### config.mk
export PLATFORM = sky130hd
export DESIGN_NAME = matmul_tile_engine
export DESIGN_NICKNAME = d
export VERILOG_FILES = /design/src/rtl/matmul_tile_engine.sv
export SDC_FILE = /design/constraint.sdc
export NUM_CORES = 1
export LEC_CHECK = 0
export BUFFER_PORTS_ARGS = -buffer_cell sky130_fd_sc_hd__buf_2
export CAP_MARGIN = 40
export CORE_MARGIN = 2
export CORE_UTILIZATION = 51
export DETAILED_ROUTE_END_ITERATION = 6
export PLACE_DENSITY = 0.78
export SYNTH_ARGS = -nofsm -noshare
export SYNTH_HDL_FRONTEND = slang
export SYNTH_SLANG_ARGS = --single-unit
### constraint.sdc
create_clock -name clk -period 2.62 [get_ports clk]
set_input_delay 0.524 -clock clk [delete_from_list [all_inputs] [get_ports clk]]
set_output_delay 0.524 -clock clk [all_outputs]
set_load 0.005 [all_outputs]
### src/rtl/matmul_tile_engine.sv
// Sequencer for an external N x N weight-stationary systolic array: loads weights, streams skewed X vectors, de-skews results.
// Optional MATMUL_RELU_EN clamps negative result lanes to zero in the output register stage.
module matmul_tile_engine #(
  parameter int N = 4,
  parameter int DW = 16,
  parameter int ACC_W = 32,
  parameter int AW = 8,
  parameter logic [AW-1:0] IN_BASE = 8'h00,
  parameter logic [AW-1:0] OUT_BASE = 8'h10,
  parameter int ARR_LAT = 4
) (
  input  logic               clk,
  input  logic               rst,
  input  logic               start,
  input  logic [AW-1:0]      num_vec,
  output logic               busy,
  output logic               done,
  output logic [AW-1:0]      din_addr,
  input  logic [N*DW-1:0]    din_data,
  output logic [AW-1:0]      dout_addr,
  output logic [N*ACC_W-1:0] dout_data,
  output logic               dout_we,
  output logic               arr_en,
  output logic [1:0]         arr_inst,
  output logic [N*DW-1:0]    arr_w,
  output logic [N*DW-1:0]    arr_x,
  input  logic [N*ACC_W-1:0] arr_s,
  output logic [2:0]         dbg_state
);
  typedef enum logic [2:0] {S_IDLE, S_LOAD_W, S_STREAM, S_DRAIN, S_FIN} state_t;
  localparam logic [1:0] INST_IDLE = 2'b00;
  localparam logic [1:0] INST_LOAD = 2'b01;
  localparam logic [1:0] INST_COMP = 2'b10;
  // A vector read in STREAM reaches its aligned result cycle ARR_LAT+N cycles after its data returns.
  localparam int VP = ARR_LAT + N;

  state_t             r_state;
  logic               r_busy, r_done, r_arr_en, r_w_valid, r_x_valid, r_dout_we;
  logic [1:0]         r_arr_inst;
  logic [AW-1:0]      r_din_addr, r_dout_addr, r_nv, r_cnt;
  logic [AW:0]        r_wr_cnt;
  logic [VP-1:0]      r_vpipe;
  logic [N*ACC_W-1:0] r_dout_data;
  logic [N*ACC_W-1:0] w_res;
  logic               w_last_wr;

  assign w_last_wr = r_dout_we && ((r_wr_cnt + 1'b1) == {1'b0, r_nv});

  always_ff @(posedge clk) begin
    if (rst) begin
      r_state    <= S_IDLE;
      r_busy     <= 1'b0;
      r_done     <= 1'b0;
      r_arr_en   <= 1'b0;
      r_arr_inst <= INST_IDLE;
      r_din_addr <= IN_BASE;
      r_nv       <= '0;
      r_cnt      <= '0;
      r_w_valid  <= 1'b0;
      r_x_valid  <= 1'b0;
    end else begin
      r_done    <= 1'b0;
      r_w_valid <= 1'b0;
      r_x_valid <= 1'b0;
      case (r_state)
        S_IDLE: begin
          if (start) begin
            r_nv       <= num_vec;
            r_busy     <= 1'b1;
            r_arr_en   <= 1'b1;
            r_arr_inst <= INST_LOAD;
            r_cnt      <= '0;
            r_din_addr <= IN_BASE;
            r_state    <= S_LOAD_W;
          end
        end
        S_LOAD_W: begin
          if (r_cnt < AW'(N)) begin
            r_w_valid  <= 1'b1;
            r_din_addr <= r_din_addr + 1'b1;
            r_cnt      <= r_cnt + 1'b1;
          end else begin
            r_cnt <= '0;
            if (r_nv == '0) begin
              r_state    <= S_FIN;
              r_done     <= 1'b1;
              r_busy     <= 1'b0;
              r_arr_en   <= 1'b0;
              r_arr_inst <= INST_IDLE;
              r_din_addr <= IN_BASE;
            end else begin
              r_arr_inst <= INST_COMP;
              r_state    <= S_STREAM;
            end
          end
        end
        S_STREAM: begin
          r_x_valid  <= 1'b1;
          r_din_addr <= r_din_addr + 1'b1;
          r_cnt      <= r_cnt + 1'b1;
          if (r_cnt == r_nv - 1'b1) r_state <= S_DRAIN;
        end
        S_DRAIN: begin
          if (w_last_wr) begin
            r_state    <= S_FIN;
            r_done     <= 1'b1;
            r_busy     <= 1'b0;
            r_arr_en   <= 1'b0;
            r_arr_inst <= INST_IDLE;
            r_din_addr <= IN_BASE;
          end
        end
        S_FIN: r_state <= S_IDLE;
        default: r_state <= S_IDLE;
      endcase
    end
  end

  // Output stage: the valid token rides alongside the data through skew, array and de-skew.
  always_ff @(posedge clk) begin
    if (rst) begin
      r_vpipe     <= '0;
      r_dout_we   <= 1'b0;
      r_dout_data <= '0;
      r_dout_addr <= OUT_BASE;
      r_wr_cnt    <= '0;
    end else begin
      r_vpipe   <= {r_vpipe[VP-2:0], r_x_valid};
      r_dout_we <= r_vpipe[VP-1];
      if (r_vpipe[VP-1]) r_dout_data <= w_res;
      if (r_state == S_IDLE && start) begin
        r_wr_cnt    <= '0;
        r_dout_addr <= OUT_BASE;
      end else if (r_dout_we) begin
        r_wr_cnt    <= r_wr_cnt + 1'b1;
        r_dout_addr <= w_last_wr ? OUT_BASE : r_dout_addr + 1'b1;
      end
    end
  end

  for (genvar i = 0; i < N; i++) begin : g_lane_x
    logic [DW-1:0] w_xin;
    logic [DW-1:0] r_xo;
    assign w_xin = r_x_valid ? din_data[i*DW +: DW] : '0;
    assign arr_x[i*DW +: DW] = r_xo;
    assign arr_w[i*DW +: DW] = r_w_valid ? din_data[i*DW +: DW] : '0;
    if (i == 0) begin : g_direct
      always_ff @(posedge clk) begin
        if (rst) r_xo <= '0;
        else     r_xo <= w_xin;
      end
    end else begin : g_line
      logic [DW-1:0] r_line [i];
      always_ff @(posedge clk) begin
        if (rst) begin
          for (int k = 0; k < i; k++) r_line[k] <= '0;
          r_xo <= '0;
        end else begin
          r_line[0] <= w_xin;
          for (int k = 1; k < i; k++) r_line[k] <= r_line[k-1];
          r_xo <= r_line[i-1];
        end
      end
    end
  end

  // Column j arrives j cycles after column 0; delay it N-1-j so every lane lines up with column N-1.
  for (genvar j = 0; j < N; j++) begin : g_lane_s
    localparam int D = N - 1 - j;
    logic [ACC_W-1:0] w_al;
    if (D == 0) begin : g_direct
      assign w_al = arr_s[j*ACC_W +: ACC_W];
    end else begin : g_line
      logic [ACC_W-1:0] r_dl [D];
      always_ff @(posedge clk) begin
        if (rst) begin
          for (int k = 0; k < D; k++) r_dl[k] <= '0;
        end else begin
          r_dl[0] <= arr_s[j*ACC_W +: ACC_W];
          for (int k = 1; k < D; k++) r_dl[k] <= r_dl[k-1];
        end
      end
      assign w_al = r_dl[D-1];
    end
`ifdef MATMUL_RELU_EN
    assign w_res[j*ACC_W +: ACC_W] = w_al[ACC_W-1] ? '0 : w_al;
`else
    assign w_res[j*ACC_W +: ACC_W] = w_al;
`endif
  end

  assign busy      = r_busy;
  assign done      = r_done;
  assign din_addr  = r_din_addr;
  assign dout_addr = r_dout_addr;
  assign dout_data = r_dout_data;
  assign dout_we   = r_dout_we;
  assign arr_en    = r_arr_en;
  assign arr_inst  = r_arr_inst;
  assign dbg_state = r_state;
endmodule

Yosys cells after proc, flatten, opt, wreduce, memory -nomap -nowiden
Memory sizes are Yosys's and may differ from the RTL's. A register that Yosys moved wholly into a read port is not among the register bits.
Index checks and enable logic that the tools add are counted.
- flip-flop bits (word level): 203
- RAM bits: 288
- input bits: 203
- memories kept: 6
- output and inout port bits: 281
- multiplexer cells: 54
- bitwise gates (word level): 12
- reduce and logical (&&, ||, !) cells: 18
- magnitude comparators: 1
- $add $sub $neg: 5
- eq/ne operators: 11
- memory list (memory ; words ; width ; read ports ; clocked after memory_dff ; wr ports ; line ; RTL):
    g_lane_s[0].g_line.r_dl ; 3 ; 32 ; 3 ; 1 ; 3 ; 174 ; logic [ACC_W-1:0] r_dl [D];
    g_lane_s[1].g_line.r_dl ; 2 ; 32 ; 2 ; 1 ; 2 ; 174 ;
    g_lane_x[3].g_line.r_line ; 3 ; 16 ; 3 ; 1 ; 3 ; 153 ; logic [DW-1:0] r_line [i];
    g_lane_s[2].g_line.r_dl ; 1 ; 32 ; 1 ; 1 ; 1 ; 174 ;
    g_lane_x[2].g_line.r_line ; 2 ; 16 ; 2 ; 1 ; 2 ; 153 ;
    g_lane_x[1].g_line.r_line ; 1 ; 16 ; 1 ; 1 ; 1 ; 153 ;
- operators by type and width (cell ; number):
    16-bit 2-to-1 mux ; 13
    32-bit 2-to-1 mux ; 6
    8-bit 2-to-1 mux ; 6
    8-bit one-hot mux with 4 select lines ; 1
    32-bit OR reduction ; 1
    8-bit by 1-bit adder with 8-bit output, second input constant ; 3
    8-bit one-hot mux with 3 select lines ; 1
    16-bit OR reduction ; 1
    3-bit 2-to-1 mux ; 5
    1-bit 2-to-1 mux ; 14
    3-bit one-hot mux with 4 select lines ; 1
    4-bit AND reduction ; 3
    2-bit inequality test, second input constant ; 5
    1-bit bitwise OR ; 10
    9-bit by 1-bit adder with 9-bit output, second input constant ; 1
    9-bit by 8-bit == test with 1-bit output ; 1
    8-bit == test ; 1
    8-bit zero test ; 1
    8-bit by 3-bit less-than comparator with 1-bit output, second input constant ; 1
    2-bit 2-to-1 mux ; 4
    8-bit by 1-bit subtractor with 8-bit output, second input constant ; 1
    3-bit by 2-bit == test with 1-bit output, second input constant ; 2
    2-bit one-hot mux with 3 select lines ; 1
    3-bit nonzero test ; 2
    11 further kinds ; 16

Depth between registers and ports, before layout
- depth in word-level cells: 5
- mapped depth: 8

Least setup slack after synthesis
No wires, ideal clock.
- path type: reg-to-reg
- from: register r_wr_cnt[0]
- to: register r_din_addr[4], in the netlist din_addr[4]
- period minus slack after synthesis: 2.298 ns
- setup time: 0.147 ns
- path buffers: 0
- required time: 2.473 ns
- data arrival time: 2.151 ns
- path slack: 0.322 ns
- cell stages (with the launch flop): 8
- cells stage by stage: dfxtp_1 -> ha_1 -> nand3_1 -> or4b_1 -> o31ai_1 -> o211ai_2 -> o31ai_2 -> a41oi_1
- longest elaborated chain between the ends: 5
- RTL lines (item ; line ; RTL):
    from (decl) ; 41 ; logic [AW:0] r_wr_cnt;
    from (signal assigned) ; 135 ; r_wr_cnt <= r_wr_cnt + 1'b1;
    9-bit by 1-bit adder with 9-bit output ; 47 ; assign w_last_wr = r_dout_we && ((r_wr_cnt + 1'b1) == {1'b0, r_nv});
    9-bit by 8-bit == test with 1-bit output ; 47 ;
    1-bit logical AND ; 47 ;
    2-bit inequality test (no source line) ; n/a ;
    4-bit AND reduction (no source line) ; n/a ;
    to (signal assigned) ; 80 ; r_din_addr <= r_din_addr + 1'b1;
    to (signal assigned) ; 99 ; r_din_addr <= r_din_addr + 1'b1;
    to (decl) ; 40 ; logic [AW-1:0] r_din_addr, r_dout_addr, r_nv, r_cnt;
No other way between the ends.
A chain may end at the register's enable or synchronous reset.

Worst setup path after layout
- from: register r_wr_cnt[3]
- to: register r_dout_addr[4], in the netlist dout_addr[4]
- longest elaborated chain between the ends: 4
- RTL lines (item ; line ; RTL):
    9-bit by 1-bit adder with 9-bit output ; 47 ;
    9-bit by 8-bit == test with 1-bit output ; 47 ;
    1-bit logical AND ; 47 ;
    8-bit 2-to-1 mux ; 136 ; r_dout_addr <= w_last_wr ? OUT_BASE : r_dout_addr + 1'b1;
    to (signal assigned) ; 136 ;
    to (decl) ; 40 ;
No other way between the ends.

==> impl_metrics.prom <==
# TYPE chip_impl_metric gauge
chip_impl_metric{name="p_per_area",unit="nW/um2"} 793
chip_impl_metric{name="drt_pre_antenna_iters",unit=""} 5
chip_impl_metric{name="vias",unit=""} 11800
chip_impl_metric{name="final_util",unit=""} 0.657
chip_impl_info{name="cts_root_buf",value="clkbuf_16"} 1
chip_impl_metric{name="slew-limit-headroom",unit=""} 0.579
chip_impl_info{name="cp-end-kind",value="flip-flop"} 1
chip_impl_metric{name="synth_seq_cells",unit=""} 539
chip_impl_metric{name="synth_fp_nets",unit=""} 1776
chip_impl_metric{name="mappedNetlistArea",unit="um2"} 17200
chip_impl_metric{name="worst_ep_required_time",unit="ns"} 3.08
chip_impl_metric{name="grt_use_total",unit=""} 0.214
chip_impl_metric{name="finalWeightedCongestion",unit=""} 0.890
chip_impl_metric{name="average_wire_per_cell_in_the_routed_design",unit="um"} 15.2
chip_impl_info{name="run_status",value="complete, no violations"} 1
chip_impl_metric{name="fin_setup_tns",unit="ns"} 0
chip_impl_metric{name="drt-initial-drc-count",unit=""} 439
chip_impl_metric{name="remaining_drc_errors",unit=""} 0
chip_impl_metric{name="avgViaCountPerCell",unit=""} 4.67
chip_impl_metric{name="netlist-cell-type-count",unit=""} 54
chip_impl_metric{name="worst-path-max-fanout",unit=""} 8
chip_impl_metric{name="final_hold_viol_count",unit=""} 0
chip_impl_info{name="crit_path_top_delay_cell",value="a311oi_4"} 1
chip_impl_metric{name="number_of_enable_flip_flop_cells_after_synthesis",unit=""} 0
chip_impl_metric{name="final_cell_count_no_fill",unit=""} 2526
chip_impl_metric{name="timing.final.crit_period",unit="ns"} 2.51
chip_impl_metric{name="drv_slew",unit=""} 0
chip_impl_metric{name="actual_slew_at_the_worst_max_slew_pin",unit="ns"} 0.632
chip_impl_metric{name="antenna_violations_before_repair",unit=""} 10
chip_impl_metric{name="holdBufCountCts",unit=""} 0
chip_impl_info{name="ys.flop_type",value="dfxtp_1"} 1
chip_impl_metric{name="vdd_ir_drop_max",unit="mV"} 0.612
chip_impl_metric{name="holdWs",unit="ns"} 0.147
chip_impl_metric{name="clkTransAtPathRegs",unit="ns"} 0.06
chip_impl_info{name="ys_top_cells_by_count",value="dfxtp_1 (539), nor2b_1 (300), nor2_1 (162)"} 1
chip_impl_metric{name="die_height",unit="um"} 188
chip_impl_metric{name="row_count",unit=""} 67
chip_impl_metric{name="clock-sinks",unit=""} 539
chip_impl_info{name="synth.area.top_cells",value="dfxtp_1 (63%), nor2b_1 (11%), mux2i_1 (7.6%)"} 1
chip_impl_metric{name="detail-route-antenna-nets",unit=""} 0
chip_impl_info{name="cp-start-kind",value="flip-flop"} 1
chip_impl_metric{name="detail_route.wirelength",unit="um"} 38300
chip_impl_metric{name="dpl-instance-area",unit="um2"} 20000
chip_impl_metric{name="filler_cell_count",unit=""} 2640
chip_impl_metric{name="io_buffer_count",unit=""} 483
chip_impl_metric{name="initial_utilization",unit=""} 0.515
chip_impl_metric{name="post-route-period-util",unit=""} 0.958
chip_impl_metric{name="drive_above_1_share",unit=""} 0.291
chip_impl_metric{name="grt_pass1_wl",unit="um"} 60000
chip_impl_metric{name="dpl.cell_count",unit=""} 2425
chip_impl_metric{name="h-tree-depth",unit=""} 2
chip_impl_metric{name="worst-endpoint-arrival",unit="ns"} 2.97
chip_impl_metric{name="core_area",unit="um2"} 33400
chip_impl_metric{name="place.detailed.hpwl",unit="um"} 27300
chip_impl_metric{name="syn_to_final_growth",unit="%"} 27.7
chip_impl_metric{name="max_stage_delay",unit="ns"} 0.54
chip_impl_metric{name="max-clock-path-buffers",unit=""} 3
chip_impl_metric{name="final-setup-viol-count",unit=""} 0
chip_impl_metric{name="register_cell_area_after_layout",unit="um2"} 10800
chip_impl_info{name="hold_path_class",value="input port to flip-flop"} 1
chip_impl_metric{name="max_freq",unit="GHz"} 0.399
chip_impl_info{name="crit_path_frequent_cell",value="or3_1"} 1
chip_impl_metric{name="timing.clock.skew",unit="ns"} 0.0104
chip_impl_metric{name="first_global_vias",unit=""} 11500
chip_impl_metric{name="clock_insertion_delay_worst_skew",unit="ns"} 0.58
chip_impl_metric{name="grt_max_degree",unit=""} 143
chip_impl_metric{name="num-nets-final",unit=""} 2240
chip_impl_metric{name="die_area",unit="um2"} 35200
chip_impl_info{name="unrepaired_setup_endpoints_after_global_routing",value="no"} 1
chip_impl_metric{name="synth-async-reset-ratio",unit=""} 0
chip_impl_info{name="tritoncts",value="built"} 1
chip_impl_metric{name="maxCapViolCount",unit=""} 0
chip_impl_metric{name="multiInputGateArea",unit="um2"} 6030
chip_impl_info{name="crit_chain",value="nand3_1 -> or3_1 -> and4b_1 -> a311oi_4 -> nor2_2 -> or3_1"} 1
chip_impl_metric{name="numCtsBuffers",unit=""} 52
chip_impl_metric{name="die_width",unit="um"} 188
chip_impl_metric{name="syn_area_per_cell",unit="um2"} 11.0
chip_impl_metric{name="netlist_instances",unit=""} 1568
chip_impl_info{name="critical_path_class",value="flip-flop to flip-flop"} 1
chip_impl_metric{name="post-route-cell-area",unit="um2"} 21900
chip_impl_metric{name="synth_top_area_frac",unit=""} 0.628
chip_impl_metric{name="floorplan.io_pins",unit=""} 484
chip_impl_metric{name="gr-total-overflow",unit=""} 0
chip_impl_metric{name="leakage",unit="nW"} 9.69
chip_impl_info{name="synth.most_common_cell",value="dfxtp_1"} 1
chip_impl_metric{name="synth-warning-count",unit=""} 0
chip_impl_metric{name="synth_sequential_area_ratio",unit=""} 0.628
chip_impl_info{name="post-synth-top-area-cell",value="dfxtp_1"} 1
## placed cells by master (no fill, tap or decap), drive strengths merged, types with 6 or more instances in the layout
master / count
nor2b: 300
buf: 503
xnor2: 16
o21ai: 6
mux2i: 130
bufinv: 9
clkinv: 8
nand4: 11
a21oi: 21
nor3: 13
xor2: 23
nand3: 9
clkbuf: 74
or2: 7
dfxtp: 539
nand2: 36
inv: 12
and2: 128
nor2: 163
## repair_timing
action                     CTS  global route
gates resized for setup      0             3
setup endpoints to repair    0             8
buffers inserted             0             1
## final timing paths
path | startpoint | to | slack (ns) | cells after the start
hold reg to reg | g_lane_s[1].g_line.r_dl[0][12] | g_lane_s[1].g_line.r_dl[1][12] | 0.43 | 1
setup reg to reg | r_wr_cnt[3] | dout_addr[4] | 0.11 | 6
hold / removal | din_data[57] | g_lane_x[3].g_line.r_line[0][9] | 0.15 | 2
setup / recovery | r_wr_cnt[3] | dout_addr[4] | 0.11 | 6
## area by class of cell
type | count | share of cell area
clock buffers | 74 | 0.0672
multi-input cells | 928 | 0.275
well taps | 448 | 0.0256
inverters | 8 | 0.00137
repair buffers | 503 | 0.121
flip-flops and latches | 539 | 0.492
diodes | 5 | 0.000571
clock inverters | 21 | 0.0171
## flip-flops by register name (all words and copies together) (netlist names), 2 cells and up
register                count
r_nv                        8
dout_data                 128
g_lane_x.g_line.r_line     96
dbg_state                   3
dout_addr                   8
r_vpipe                     8
g_lane_x.r_xo              64
r_cnt                       8
arr_inst                    2
din_addr                    8
g_lane_s.g_line.r_dl      192
r_wr_cnt                    9
## routing by layer
| metal | track usage | wire (um) | up-vias | share of wire |
|---|---|---|---|---|
| met2 | 0.379 | 18800 | 432 | 0.49 |
| li1 | - | - | 5951 | - |
| met4 | 0.101 | 1690 | 4 | 0.044 |
| met5 | 0 | 27 | - | 0.00070 |
| met3 | 0.0661 | 3050 | 86 | 0.079 |
| met1 | 0.233 | 14700 | 5331 | 0.38 |
## worst max-delay path: cells and delay by family (launching register included)
kind	cells	cell delay [ns]
flip-flops	1	0.44
AO/OA/AOI/OAI	1	0.54
AND/OR/NAND/NOR	5	1.41
## where the power goes
group | leakage [nW] | internal, W | switching, W
logic | 4.40 | 0.000482 | 0.000554
clock network | 0.907 | 0.00483 | 0.00305
registers | 4.38 | 0.00837 | 0.0000967
## cells by family after synthesis
| logic type | share of synthesized area |
|---|---|
| compound gates | 0.0278 |
| xor+xnor | 0.0199 |
| fa+ha+maj | 0.00364 |
| buf+inv | 0.0224 |
| flops | 0.628 |
| mux | 0.0758 |
| simple gates | 0.222 |
## metrics by stage
| step | power [W] | worst slack, ns |
|---|---|---|
| after detailed placement | 0.00967 | 0.0530 |
| final | 0.0174 | 0.111 |
| after global routing | 0.0180 | 0.0106 |
| after global placement | 0.00964 | 0.186 |
| after CTS | 0.0176 | 0.0384 |
| after floorplan | 0.00923 | 0.322 |
(Power assumes the default switching activity.)
